File: src/rtl/mask_op_sequencer.sv
// RVV mask-register logical op sequencer: streams vs1/vs2 packets out of the mask
// register file, applies vs2 <op> vs1 and writes the result to vd with byte enables.
module mask_op_sequencer #(
   parameter int DATA_WIDTH = 64,
   parameter int DW_B       = DATA_WIDTH / 8,
   parameter int ADDR_WIDTH = 5,
   parameter int OFF_BITS   = 8,
   parameter int VL_BITS    = 15
) (
   input  logic                  clk,
   input  logic                  rst_n,
   input  logic                  cmd_valid,
   output logic                  cmd_ready,
   input  logic [2:0]            cmd_op,
   input  logic [ADDR_WIDTH-1:0] cmd_vd,
   input  logic [ADDR_WIDTH-1:0] cmd_vs1,
   input  logic [ADDR_WIDTH-1:0] cmd_vs2,
   input  logic [VL_BITS-1:0]    cmd_vl,
   output logic                  rf_rd_en_1,
   output logic [ADDR_WIDTH-1:0] rf_rd_addr_1,
   output logic [OFF_BITS-1:0]   rf_rd_off_1,
   input  logic [DATA_WIDTH-1:0] rf_rd_data_1,
   output logic                  rf_rd_en_2,
   output logic [ADDR_WIDTH-1:0] rf_rd_addr_2,
   output logic [OFF_BITS-1:0]   rf_rd_off_2,
   input  logic [DATA_WIDTH-1:0] rf_rd_data_2,
   output logic [DW_B-1:0]       rf_wr_en,
   output logic [ADDR_WIDTH-1:0] rf_wr_addr,
   output logic [OFF_BITS-1:0]   rf_wr_off,
   output logic [DATA_WIDTH-1:0] rf_wr_data,
   output logic                  busy,
   output logic                  done
);

   localparam int LOG_DW = $clog2(DATA_WIDTH);

   typedef enum logic [1:0] {
      ST_IDLE  = 2'd0,
      ST_READ  = 2'd1,
      ST_DRAIN = 2'd2,
      ST_DONE  = 2'd3
   } state_t;

   function automatic logic [DATA_WIDTH-1:0] mask_op_f(input logic [2:0]            op,
                                                       input logic [DATA_WIDTH-1:0] vs2_d,
                                                       input logic [DATA_WIDTH-1:0] vs1_d);
      logic [DATA_WIDTH-1:0] res;
      case (op)
         3'b000:  res = vs2_d & ~vs1_d;
         3'b001:  res = vs2_d & vs1_d;
         3'b010:  res = vs2_d | vs1_d;
         3'b011:  res = vs2_d ^ vs1_d;
         3'b100:  res = vs2_d | ~vs1_d;
         3'b101:  res = ~(vs2_d & vs1_d);
         3'b110:  res = ~(vs2_d | vs1_d);
         3'b111:  res = ~(vs2_d ^ vs1_d);
         default: res = '0;
      endcase
      return res;
   endfunction

   // Byte enables of the final packet: a zero remainder means a full packet.
   function automatic logic [DW_B-1:0] last_en_f(input logic [VL_BITS-1:0] vl);
      logic [LOG_DW:0]  n_bytes;
      logic [DW_B-1:0]  en;
      n_bytes = ({1'b0, vl[LOG_DW-1:0]} + (LOG_DW+1)'(3'd7)) >> 32'd3;
      en = '0;
      for (int i = 0; i < DW_B; i++) begin
         if ((n_bytes == '0) || (i < int'(n_bytes))) en[i] = 1'b1;
         else                                       en[i] = 1'b0;
      end
      return en;
   endfunction

   state_t                  state_r, state_nxt_s;
   logic                    accept_s;
   logic [VL_BITS-1:0]      vl_m1_s;
   logic [OFF_BITS-1:0]     last_off_s;
   logic [2:0]              op_r;
   logic [ADDR_WIDTH-1:0]   vd_r;
   logic [OFF_BITS-1:0]     last_off_r;
   logic [DW_B-1:0]         last_en_r;
   logic                    rd_en_r;
   logic [ADDR_WIDTH-1:0]   rd_addr_1_r, rd_addr_2_r;
   logic [OFF_BITS-1:0]     rd_off_r;
   logic                    pend_r, pend_last_r;
   logic [OFF_BITS-1:0]     pend_off_r;
   logic [DW_B-1:0]         wr_en_r;
   logic [ADDR_WIDTH-1:0]   wr_addr_r;
   logic [OFF_BITS-1:0]     wr_off_r;
   logic [DATA_WIDTH-1:0]   wr_data_r;
   logic                    busy_r, done_r, cmd_ready_r;

   assign accept_s   = cmd_valid & cmd_ready_r & (state_r == ST_IDLE);
   assign vl_m1_s    = cmd_vl - VL_BITS'(1'b1);
   assign last_off_s = OFF_BITS'(vl_m1_s >> LOG_DW);

   // FSM state register
   always_ff @(posedge clk or negedge rst_n) begin
      if (!rst_n) state_r <= ST_IDLE;
      else        state_r <= state_nxt_s;
   end

   // FSM next-state logic
   always_comb begin
      state_nxt_s = state_r;
      case (state_r)
         ST_IDLE: begin
            if (accept_s) begin
               if (cmd_vl == '0) state_nxt_s = ST_DRAIN;
               else              state_nxt_s = ST_READ;
            end else begin
               state_nxt_s = ST_IDLE;
            end
         end
         ST_READ: begin
            if (rd_off_r == last_off_r) state_nxt_s = ST_DRAIN;
            else                        state_nxt_s = ST_READ;
         end
         ST_DRAIN: state_nxt_s = ST_DONE;
         ST_DONE:  state_nxt_s = ST_IDLE;
         default:  state_nxt_s = ST_IDLE;
      endcase
   end

   // Command latch, read issue, write pipeline and status flags
   always_ff @(posedge clk or negedge rst_n) begin
      if (!rst_n) begin
         op_r        <= 3'd0;
         vd_r        <= '0;
         last_off_r  <= '0;
         last_en_r   <= '0;
         rd_en_r     <= 1'b0;
         rd_addr_1_r <= '0;
         rd_addr_2_r <= '0;
         rd_off_r    <= '0;
         pend_r      <= 1'b0;
         pend_last_r <= 1'b0;
         pend_off_r  <= '0;
         wr_en_r     <= '0;
         wr_addr_r   <= '0;
         wr_off_r    <= '0;
         wr_data_r   <= '0;
         busy_r      <= 1'b0;
         done_r      <= 1'b0;
         cmd_ready_r <= 1'b1;
      end else begin
         if (accept_s) begin
            op_r        <= cmd_op;
            vd_r        <= cmd_vd;
            last_off_r  <= last_off_s;
            last_en_r   <= last_en_f(cmd_vl);
            rd_addr_1_r <= cmd_vs1;
            rd_addr_2_r <= cmd_vs2;
            rd_en_r     <= (cmd_vl != '0);
            rd_off_r    <= '0;
            busy_r      <= 1'b1;
            cmd_ready_r <= 1'b0;
         end else if (state_r == ST_READ) begin
            if (rd_off_r == last_off_r) rd_en_r  <= 1'b0;
            else                        rd_off_r <= rd_off_r + OFF_BITS'(1'b1);
         end else if (state_r == ST_DONE) begin
            busy_r      <= 1'b0;
            cmd_ready_r <= 1'b1;
         end

         // read data for the packet issued last cycle arrives now
         pend_r      <= rd_en_r;
         pend_off_r  <= rd_off_r;
         pend_last_r <= rd_en_r & (rd_off_r == last_off_r);

         if (pend_r) begin
            wr_en_r   <= pend_last_r ? last_en_r : {DW_B{1'b1}};
            wr_addr_r <= vd_r;
            wr_off_r  <= pend_off_r;
            wr_data_r <= mask_op_f(op_r, rf_rd_data_2, rf_rd_data_1);
         end else begin
            wr_en_r   <= '0;
         end

         done_r <= (state_r == ST_DRAIN);
      end
   end

   assign cmd_ready    = cmd_ready_r;
   assign busy         = busy_r;
   assign done         = done_r;
   assign rf_rd_en_1   = rd_en_r;
   assign rf_rd_en_2   = rd_en_r;
   assign rf_rd_addr_1 = rd_addr_1_r;
   assign rf_rd_addr_2 = rd_addr_2_r;
   assign rf_rd_off_1  = rd_off_r;
   assign rf_rd_off_2  = rd_off_r;
   assign rf_wr_en     = wr_en_r;
   assign rf_wr_addr   = wr_addr_r;
   assign rf_wr_off    = wr_off_r;
   assign rf_wr_data   = wr_data_r;

endmodule

File: config.mk
export PLATFORM = sky130hd
export DESIGN_NAME = mask_op_sequencer
export DESIGN_NICKNAME = d
export VERILOG_FILES = /design/src/rtl/mask_op_sequencer.sv
export SDC_FILE = /design/constraint.sdc
export NUM_CORES = 1
export LEC_CHECK = 0
export BUFFER_PORTS_ARGS = -buffer_cell sky130_fd_sc_hd__buf_2
export CORE_UTILIZATION = 32
export DETAILED_ROUTE_END_ITERATION = 16
export PLACE_DENSITY_LB_ADDON = 0.15
export SYNTH_ARGS = -nofsm -noshare
export SYNTH_HDL_FRONTEND = slang
export SYNTH_SLANG_ARGS = --single-unit
File: constraint.sdc
create_clock -name clk -period 2.6 [get_ports clk]
set_clock_uncertainty 0.05 [all_clocks]
set_input_delay 0 -clock clk [delete_from_list [all_inputs] [get_ports clk]]
set_output_delay 0 -clock clk [all_outputs]
set_load 0.1 [all_outputs]
# Word level (Yosys, flattened, before mapping)

Index checks and enable logic that the tools add are counted.

Bits in registers: 143
Output and inout port bits: 116

Add/sub/neg operators: 3
$lt $le $gt $ge: 8
Eq/ne operators: 13
Multiplexer cells: 27
Bitwise gates (word level): 12
Reduce and logical (&&, ||, !) cells: 19

Operator list:

| cell                  | number |
|---|---|
| $pmux 64 s8           | 1 |
| $not 64->64           | 4 |
| $and 64x64->64        | 2 |
| $or 64x64->64         | 2 |
| $xor 64x64->64        | 1 |
| $mux 8                | 5 |
| $mux 1                | 17 |
| $lt 3x4->1 const A    | 4 |
| $logic_not 15->1      | 1 |
| $reduce_bool 15->1    | 1 |
| $sub 14x1->14 const B | 1 |
| $eq 3x3->1 const B    | 4 |
| $add 8x1->8 const B   | 1 |
| $eq 8x8->1            | 1 |
| $logic_or 1x1->1      | 8 |
| $lt 1x4->1 const A    | 2 |
| $lt 2x4->1 const A    | 2 |
| $pmux 2 s4            | 1 |
| $add 6x3->7 const B   | 1 |
| $logic_not 7->1       | 1 |
| $eq 3x2->1 const B    | 2 |
| $mux 2                | 3 |
| $reduce_and 2->1      | 3 |
| $reduce_bool 2->1     | 3 |
| 7 further kinds       | 11 |

# Logic depth before layout (Yosys ltp)

Depth in word-level cells: 4
Depth in mapped cells: 9

# Worst setup path after synthesis

OpenSTA, ideal clock, no wires.

Path type: register -> register
Start point: register rd_off_r[0] (netlist: rf_rd_off_1[0])
End point: register rd_off_r[3] (netlist: rf_rd_off_1[3])
Setup time: 0.094 ns
Arrival: 2.257 ns
Required time: 2.456 ns
Setup slack: 0.199 ns
Cell stages (with the launch flop): 6
Path through: dfrtp_1 xor2_1 nor4_1 a21oi_1 nand4_1 mux2i_1

Word-level cells in the longest chain between the ends: 4
Elaborated cells between the ends (all ways): 7
Those cells by class: add/sub (1); eq/ne (2); mux (3); reduce/logical (1)

RTL lines:

| item                   | RTL line | RTL |
|---|---|---|
| from (decl)            | 85       | `logic [OFF_BITS-1:0] rd_off_r;` |
| from (signal assigned) | 161      | `else rd_off_r <= rd_off_r + OFF_BITS'(1'b1);` |
| $add 8x1->8            | 161      |  |
| $mux 8                 | 160      | `if (rd_off_r == last_off_r) rd_en_r <= 1'b0;` |
| $mux 8                 | 159      | `end else if (state_r == ST_READ) begin` |
| $mux 8                 | 148      | `if (accept_s) begin` |

Several ways; a longest one is shown, not always the timed one. The select of a mux whose other input is x is not followed.
A chain may end at the register's enable or synchronous reset.

# Worst setup path after layout

Start point: input port cmd_vl[1]
End point: register last_off_r[3]

Word-level cells in the longest chain between the ends: 1

RTL lines:

| item                 | RTL line | RTL |
|---|---|---|
| from (decl)          | 18       | `input logic [VL_BITS-1:0] cmd_vl,` |
| $sub 14x1->14        | 95       | `assign vl_m1_s = cmd_vl - VL_BITS'(1'b1);` |
| to (signal assigned) | 151      | `last_off_r <= last_off_s;` |
| to (decl)            | 81       | `logic [OFF_BITS-1:0] last_off_r;` |

No other way between the ends.

==> flow_summary.toml <==
[status]
status = "complete, no violations"

[yosys]
synth.avg_cell_area_um2 = 8.736
synth_ff_type = "dfrtp_1"
yosysUniqueCellTypes = 51
yosys-mux-area-fraction = 0.09587
synth_xor_area_frac = 0.01206
yosysTopAreaCell = "dfrtp_1"
synth_compound_gate_area_share = 0.1730
async_reset_ff_frac = 1.000
syn_area_um2 = 13080
synth.top_cell.area_share = 0.2717
synth_top_family_by_area = "adder cells"
synthSimpleGateAreaFrac = 0.1075
ys_seq_area_frac = 0.2737
postSynthRegisterBits = 143
synth_edf_count = 0
synth-adder-area-share = 0.2459
synthCells = 1497
synth_area_leaders = "dfrtp_1 27%, ha_1 25%, inv_1 5.8%, mux2_2 4.0%, mux2i_1 3.9%"
syn_nets = 1918
synth_warnings = 0

[timing]
worst_slew_pin_slew_ns = 1.125
final-setup-viol-count = 0
fmax_mhz = 404.4
slew_violations = 0
fin_crit_sh = 0.9510
tns_ns = 0
hold_viol = 0
holdWs_ns = 0.04082
min_period_ns = 2.473
relSlewSlack = 0.2474
grt_setup_unrepaired = "no"

[clocking]
cts.root.buffer_cell = "clkbuf_16"
clockBufferDepth = 2
cts_num_sinks = 143
cts_tree = "done"
htreeDepth = 4
numCtsBuffers = 17
clk_pin_slew_worst_paths_ns = 0.06
clkLatencyLatePin_ns = 0.45

[floorplanning]
rows = 73
initial_utilization = 0.3269
core-area_um2 = 40010
die_w_um = 204.2
pin_count = 280
die_area_um2 = 41680
die_y_um = 204.2

[pwr]
max-vdd-ir-drop_v = 0.0004287
p_int_mw = 4.109
swShare = 0.2775
p_per_area_nw_per_um2 = 346.8
power_frac_seq = 0.391
power_switching_mw = 1.578
p_comb_frac = 0.158
pwr-share-clk = 0.450
power.leakage_nw = 8.534

[flow_run]
drv_cap = 0

[routing]
num_vias = 11420
drc = 0
first_pass_iters = 6
routed.top_layer = "met5"
routed-wl-met3_mm = 2.259
drt.antenna.violating_nets = 0
finalWirelength_mm = 38.93
drtIter0Drc = 438
met2_wirelength_mm = 18.58
wire_per_inst_um = 16.62
avgViaCountPerCell = 4.872
met1_length_mm = 17.19

[final_layout]
multiInputGateArea_um2 = 8302
drive_above_1_share = 0.2278
final_common_cell = "buf_2"
post-route-cell-area_um2 = 16400
final_net_count = 2221
nFillCells = 4033
area_growth_syn_to_layout_pct = 25.38
seq_area_um2 = 3595
final_cell_mix = "278 x buf_2, 257 x ha_1, 203 x inv_1"

[critical_path]
endpoint_kind = "flip-flop"
worstPathRequired_ns = 2.88
critPathLaunchType = "input port"
critPathArrivalTime_ns = 2.75
crit_type = "input port to flip-flop"
path_max_fanout = 6

[grt]
grt.overflow.total = 0
grt_pass1_vias = 11590
antenna_found_initial = 12
grt_max_degree = 93
grt_usage = 0.1898
grt_pass1_wl_mm = 61.69

[placed_design]
place_hpwl_mm = 26.94
port_buffers = 279
gp_congestion = 0.7893
placed_area_um2 = 15040

[worst_hold_path]
hold_class = "input port to flip-flop"
-- worst max-delay path, stage by stage --
cell,delay [ns]
dlygate4sd3_1,0.54
buf_2,0.14
nor4_4,0.30
buf_4,0.20
nand3_1,0.13
o21ai_0,0.19
dlygate4sd3_1,0.59
a31oi_1,0.09
dlygate4sd3_1,0.58
-- power groups by stage --
stage               Clock, mW  Sequential (mW)  Combinational (mW)
finish                   2.56             2.23               0.901
global route             2.73             2.22                1.03
CTS                      2.67             2.23               0.910
detailed placement          0             2.27               0.820
global placement            0             2.27               0.798
floorplan                   0             2.27               0.458
-- state kept, by name, summed over array words and instances, names as in the netlist, 8 cells and up --
signal,flops
last_en_r,8
last_off_r,8
pend_off_r,8
rf_rd_off_1,8
rf_wr_data,64
rf_wr_en,8
rf_wr_off,8
-- synth_stat cells (all sizes together) (3+ instances only) --
cell type / n
a221oi: 11
nand2: 116
mux2: 46
nand4: 4
o221ai: 25
o211ai: 12
buf: 27
nor2: 105
a22o: 13
clkbuf: 78
o21ai: 90
mux4: 10
a211o: 10
nor4: 4
ha: 257
o22a: 15
inv: 203
or3: 3
a21oi: 69
and2: 4
nor2b: 46
o22ai: 56
a21boi: 8
a211oi: 24
xor2: 14
nand3: 10
mux2i: 51
xnor2: 4
dfrtp: 142
a31oi: 10
nand2b: 10
-- cell type report --
class / instances / area share
Tap cell: 525 / 0.04006
Antenna cell: 5 / 0.0007631
Clock inverter: 12 / 0.008394
Timing Repair Buffer: 389 / 0.1513
Multi-Input combinational cell: 1045 / 0.5063
Sequential cell: 143 / 0.2192
Inverter: 204 / 0.04670
Clock buffer: 20 / 0.02724
-- per-stage QoR --
step	std cells	setup slack, ns	util	total power, mW
floorplan	1497	0.1988	-	2.733
global placement	2230	0.3574	0.3759	3.067
detailed placement	2230	0.3214	0.3759	3.089
CTS	2338	0.1592	0.4095	5.802
global route	2340	0.04857	0.4097	5.989
finish	2343	0.1273	0.4099	5.687
-- final timing paths --
check | start | endpoint | slack, ns | cells after the start
setup reg to reg | op_r[0]$_DFFE_PN0P_ | rf_wr_data[14]$_DFFE_PN0P_ | 0.33 | 5
max in group asynchronous | rst_n | cmd_ready$_DFFE_PN1P_ | 1.62 | 3
min in group asynchronous | rst_n | rf_wr_data[22]$_DFFE_PN0P_ | 0.05 | 2
hold reg to reg | last_en_r[0]$_DFFE_PN0P_ | last_en_r[0]$_DFFE_PN0P_ | 0.39 | 2
setup / recovery | cmd_vl[1] | last_off_r[3]$_DFFE_PN0P_ | 0.13 | 9
hold / removal | rf_rd_data_2[33] | rf_wr_data[33]$_DFFE_PN0P_ | 0.04 | 4
-- metal layers --
| metal | GRT usage | vias up |
|---|---|---|
| li1 | - | 5659 |
| met1 | 0.2293 | 5454 |
| met2 | 0.3215 | 235 |
| met3 | 0.05309 | 52 |
| met4 | 0.06503 | 16 |
| met5 | 0 | - |
-- kinds of logic (layout without fill, tap and decap cells) --
kind of cell,Yosys count,after routing
compound gates,352,352
xor+xnor,18,18
fa+ha+maj,257,257
buf+inv,309,625
flops,143,143
mux,107,107
other cells,0,5
simple gates,311,311
-- repair_timing --
action,in CTS,in global routing
hold endpoints to repair,139,0
hold buffers,76,0
setup buffers,0,0
setup endpoints to repair,0,2
gates resized for setup,0,1
No activity file was read; power rests on OpenSTA's default activity.
